<file path="config.mk">
export PLATFORM = sky130hd
export DESIGN_NAME = alt_vipitc130_is2vid_read_buffer
export DESIGN_NICKNAME = d
export VERILOG_FILES = /design/src/rtl/alt_vipitc130_is2vid_read_buffer.sv
export SDC_FILE = /design/constraint.sdc
export NUM_CORES = 1
export LEC_CHECK = 0
export BUFFER_PORTS_ARGS = -buffer_cell sky130_fd_sc_hd__buf_2
export CAP_MARGIN = 15
export CELL_PAD_IN_SITES_DETAIL_PLACEMENT = 1
export CELL_PAD_IN_SITES_GLOBAL_PLACEMENT = 1
export CORE_MARGIN = 2
export CORE_UTILIZATION = 39
export DETAILED_ROUTE_END_ITERATION = 7
export GPL_TIMING_DRIVEN = 0
export PLACE_DENSITY_LB_ADDON = 0.1
export SLEW_MARGIN = 25
export SYNTH_ARGS = -nofsm -noshare
export SYNTH_HDL_FRONTEND = slang
export SYNTH_SLANG_ARGS = --single-unit
</file>
<file path="constraint.sdc">
create_clock -name clk -period 4.61 [get_ports clk]
set_input_delay 0.922 -clock clk [delete_from_list [all_inputs] [get_ports clk]]
set_output_delay 0.922 -clock clk [all_outputs]
set_load 0.01 [all_outputs]
</file>
<file path="src/rtl/alt_vipitc130_is2vid_read_buffer.sv">
// Read buffer between a show-ahead FIFO and the video output stage.
// It holds one FIFO word. In SD mode it emits the word as one colour-plane
// sample per ena cycle. In HD mode it passes the whole word through in one
// ena cycle. Ancillary words (convert=0) emit plane 0 only.
//
// Handshake: the FIFO side is show-ahead. valid_in means data_in/packet_in
// already hold the head word. rdreq_out is a combinational acknowledge: a
// word is taken in exactly the cycles where valid_in & rdreq_out are both 1.
// The video side has no back-pressure. A sample is consumed on every cycle
// with ena=1 while valid_out=1. ena while valid_out=0 is an underflow and is
// ignored.
module alt_vipitc130_is2vid_read_buffer #(
   parameter int DATA_WIDTH              = 20,
   parameter int NUMBER_OF_COLOUR_PLANES = 2,
   parameter int BPS                     = 10
) (
   input  logic                  clk,
   input  logic                  rst_n,
   input  logic                  convert,
   input  logic                  hd_sdn,
   input  logic                  flush,
   input  logic                  valid_in,
   input  logic [DATA_WIDTH-1:0] data_in,
   input  logic                  packet_in,
   output logic                  rdreq_out,
   input  logic                  ena,
   output logic                  valid_out,
   output logic [DATA_WIDTH-1:0] data_out,
   output logic                  packet_out
);

   localparam int CNT_W = (NUMBER_OF_COLOUR_PLANES > 1) ? $clog2(NUMBER_OF_COLOUR_PLANES) : 1;
   localparam logic [CNT_W-1:0] LAST_CNT = CNT_W'(NUMBER_OF_COLOUR_PLANES - 1);

   logic [DATA_WIDTH-1:0] buf_q, buf_d;
   logic                  buf_valid_q, buf_valid_d;
   logic                  buf_packet_q, buf_packet_d;
   logic                  hd_q, hd_d;
   logic                  conv_q, conv_d;
   logic [CNT_W-1:0]      cnt_q, cnt_d;

   logic                  last;
   logic                  consume;
   logic                  load;
   logic [BPS-1:0]        sample;

   // The current sample is the final one of the buffered word in three cases:
   // HD (whole word), ancillary (plane 0 only), or the last colour plane.
   assign last    = hd_q | ~conv_q | (cnt_q == LAST_CNT);
   assign consume = ena & buf_valid_q;
   // Take a new word when the buffer is empty or is draining its final
   // sample this cycle, so words flow back-to-back without a bubble.
   assign load    = valid_in & ~flush & (~buf_valid_q | (consume & last));
   assign rdreq_out = load;

   // Next-state logic. Flush wins over load and consume. The word buffer and
   // the latched mode are kept when the buffer empties. They are only read
   // again after a fresh load.
   always_comb begin
      buf_d        = buf_q;
      buf_valid_d  = buf_valid_q;
      buf_packet_d = buf_packet_q;
      hd_d         = hd_q;
      conv_d       = conv_q;
      cnt_d        = cnt_q;
      if (flush) begin
         buf_valid_d  = 1'b0;
         buf_packet_d = 1'b0;
         cnt_d        = '0;
      end else if (load) begin
         buf_d        = data_in;
         buf_valid_d  = 1'b1;
         buf_packet_d = packet_in;
         hd_d         = hd_sdn;
         conv_d       = convert;
         cnt_d        = '0;
      end else if (consume) begin
         if (last) begin
            buf_valid_d  = 1'b0;
            buf_packet_d = 1'b0;
            cnt_d        = '0;
         end else begin
            cnt_d = cnt_q + CNT_W'(1);
         end
      end
   end

   // State registers with asynchronous active-low clear.
   always_ff @(posedge clk or negedge rst_n) begin
      if (!rst_n) begin
         buf_q        <= '0;
         buf_valid_q  <= 1'b0;
         buf_packet_q <= 1'b0;
         hd_q         <= 1'b0;
         conv_q       <= 1'b0;
         cnt_q        <= '0;
      end else begin
         buf_q        <= buf_d;
         buf_valid_q  <= buf_valid_d;
         buf_packet_q <= buf_packet_d;
         hd_q         <= hd_d;
         conv_q       <= conv_d;
         cnt_q        <= cnt_d;
      end
   end

   // Select the active colour plane. Ancillary words always use plane 0.
   always_comb begin
      sample = buf_q[BPS-1:0];
      for (int p = 0; p < NUMBER_OF_COLOUR_PLANES; p++) begin
         if (conv_q && (cnt_q == CNT_W'(p))) begin
            sample = buf_q[p*BPS +: BPS];
         end
      end
   end

   // HD outputs the full word. SD outputs one zero-extended plane sample.
   always_comb begin
      data_out = '0;
      if (hd_q) begin
         data_out = buf_q;
      end else begin
         data_out[BPS-1:0] = sample;
      end
   end

   assign valid_out  = buf_valid_q;
   assign packet_out = buf_packet_q & buf_valid_q;

endmodule
</file>
==> results.toml <==
[floorplan]
die_h_microns = 60.02
row_count = 20
initial_utilization = 0.4041
num_io_pins = 51
die_area_sq_um = 3602
fp.coreArea_sq_um = 3028
fp.dieW_microns = 60.02

[clock_tree]
cts_tree = "yes"
root_buffer = "clkbuf_4"
insertion_delay_ns = 0.31
cts.sinks = 25
cts_hold_buf = 0
clock_path_buffers = 2
clkSlewWorstSetupHoldPaths_ns = 0.13
htree_levels = 1
cts_setup_buffers = 0
postCtsResizedCells = 0
cts_buffers = 3

[global_routing]
grt_first_pass_wirelength_mm = 4.367
antenna_found_initial = 0
grt_max_degree = 26
overflow = 0
grtUsageTotal = 0.1663
grt_pass1_vias = 924

[finish]
final_cell_mix = "50 x buf_2, 31 x mux2_2, 25 x dfrtp_1"
final_common_cell = "buf_2"
antenna_cells = 0
drive_gt1_frac = 0.6294
area_growth_pct = 27.10
final_nets = 172

[critical_path]
worstReg2RegStart = "valid_out$_DFFE_PN0P_"
crit_required_ns = 3.69
cp.arrival_ns = 1.99
cp_slowest_cell = "a2111oi_4"
crit_path_max_fanout = 10
cp-start-kind = "input pin"
crit_path_cell_trace = "buf_2 > nor2b_4 > a2111oi_4 > buf_6 > buf_2"
critical-path-max-stage-delay_ns = 0.51
timing.critical_path.mode_cell = "buf_2"
endpoint_kind = "output port"
crit_type = "input pin to output port"
worst-path-buf-inv = 3
crit_family = "compound AO/OA/AOI/OAI gates"
crit_path_start = "ena"
ff2ff_setup_slack_ns = 2.72

[synthesis]
synth_cell_type_count = 22
synth_xor_area_frac = 0
synth_mux_area_frac = 0.2945
syn_area_sq_um = 1224
synth_area_per_cell_sq_um = 13.75
synth_compound_area_frac = 0.04192
synthAdderAreaFrac = 0
yosysWarnings = 0
synthSimpleGateAreaFrac = 0.1247
ys_ff_latch = 25
ys_seq_area_frac = 0.5112
synth_fp_nets = 117
synth_top_family_by_area = "multiplexers"
netlist_instances = 89

[drt]
firstDrtPassIters = 2
drc = 0
vias_per_cell = 4.770
detail-route-antenna-nets = 0
routed_wl_mm = 2.755
vias = 892
drt_iter0_markers = 13
wire_per_inst_microns = 14.73

[job]
drv_cap = 0

[pwr]
switching_share = 0.2989
pwr-share-clk = 0.173
p_seq_frac = 0.512
switching_power_mw = 0.1675
combPwrFrac = 0.315
pwr_density_cell_nw_per_um2 = 360.4
p_leak_nw = 0.7317
peakVddDrop_mv = 0.2043
p_int_mw = 0.3929

[timing]
max_freq_ghz = 0.3430
final.setup_skew_ns = 0.007667
slew_headroom = 0.5750
setup_viol_count_final = 0
drv_slew = 0
fin_setup_tns_ns = 0
setup_ws_ns = 1.694
worst_pin_slew_ns = 0.6374
rsz0062_at_grt = "no"
period_needed_ns = 2.916
hold_viol = 0
period_share = 0.6325

[hold_path]
hold_start = "buf_q[8]$_DFFE_PN0P_"
hp-class = "flop to flop"

[placement]
dp_hpwl_mm = 2.182
pre_cts_ws_ns = 1.674
globalplace.congestion = 0.7513
io_buffers = 50

[run_status]
outcome = "complete, no violations"
[synthesized netlist by cell type (all sizes together)]
cell	n	share of area
a2111oi	1	0.022
a21oi	1	0.0041
and2	11	0.056
and3b	1	0.0072
buf	2	0.018
clkbuf	2	0.0061
dfrtp	25	0.51
inv	1	0.0031
mux2	32	0.29
nand2	1	0.0031
nand3	1	0.0041
nand3b	1	0.0061
nor2	1	0.0031
nor2b	2	0.016
nor3	1	0.0041
nor3b	2	0.016
o21ai	2	0.0082
o221ai	1	0.0072
or4b	1	0.0082
[routing by layer]
layer | part of all wire | vias up | track usage | wire [microns]
li1 | - | 422 | - | -
met2 | 0.52 | 27 | 0.2935 | 1444
met5 | 0 | - | 0 | 0
met4 | 0.0058 | 0 | 0.06667 | 16
met1 | 0.42 | 441 | 0.1989 | 1151
met3 | 0.052 | 2 | 0.02814 | 142
[stage by stage]
step / utilization / hold WS (ns) / area, sq um / total power, mW / std cells
after floorplan: - / 0.4689 / 1224 / 0.3965 / 89
after global placement: 0.5050 / 0.4829 / 1529 / 0.4629 / 183
after detailed placement: 0.5050 / 0.4926 / 1529 / 0.4733 / 183
after CTS: 0.5136 / 0.5232 / 1555 / 0.5700 / 187
after global routing: 0.5136 / 0.5510 / 1555 / 0.5982 / 187
final: 0.5136 / 0.5187 / 1555 / 0.5605 / 187
[cell families after synthesis]
family                 Yosys count
buffers and inverters            5
muxes                           32
and+or+nand+nor                 22
AOI/OAI and AO/OA                5
DFF                             25
[power groups by stage]
| stage | logic [mW] | registers, mW | clock network (mW) |
|---|---|---|---|
| finish | 0.176 | 0.287 | 0.0968 |
| global route | 0.193 | 0.295 | 0.110 |
| floorplan | 0.113 | 0.284 | 0 |
| detailed placement | 0.180 | 0.293 | 0 |
| CTS | 0.181 | 0.288 | 0.101 |
| global placement | 0.174 | 0.288 | 0 |
[path summary, 6_finish.rpt]
path / endpoint / cells after the start
hold reg to reg: buf_q[8]$_DFFE_PN0P_ / 1
setup / recovery: rdreq_out / 5
min in group asynchronous: valid_out$_DFFE_PN0P_ / 1
setup reg to reg: buf_q[3]$_DFFE_PN0P_ / 4
max in group asynchronous: buf_q[1]$_DFFE_PN0P_ / 1
hold / removal: buf_q[8]$_DFFE_PN0P_ / 1
[sequential cells by signal, indices dropped and copies added, names as in the netlist]
signal,cells
buf_q,20
conv_q,1
hd_q,1
cnt_q,1
buf_packet_q,1
valid_out,1
[area by class of cell]
cell class	instances	area [sq um]
multi-input cells	59	564.3
well taps	44	55.05
plain buffers	4	30.03
inverters	1	3.754
clock buffers	4	26.28
repair buffers	50	250.2
flip-flops and latches	25	625.6
fillers	355	1473
No activity file was read; power rests on OpenSTA's default activity.
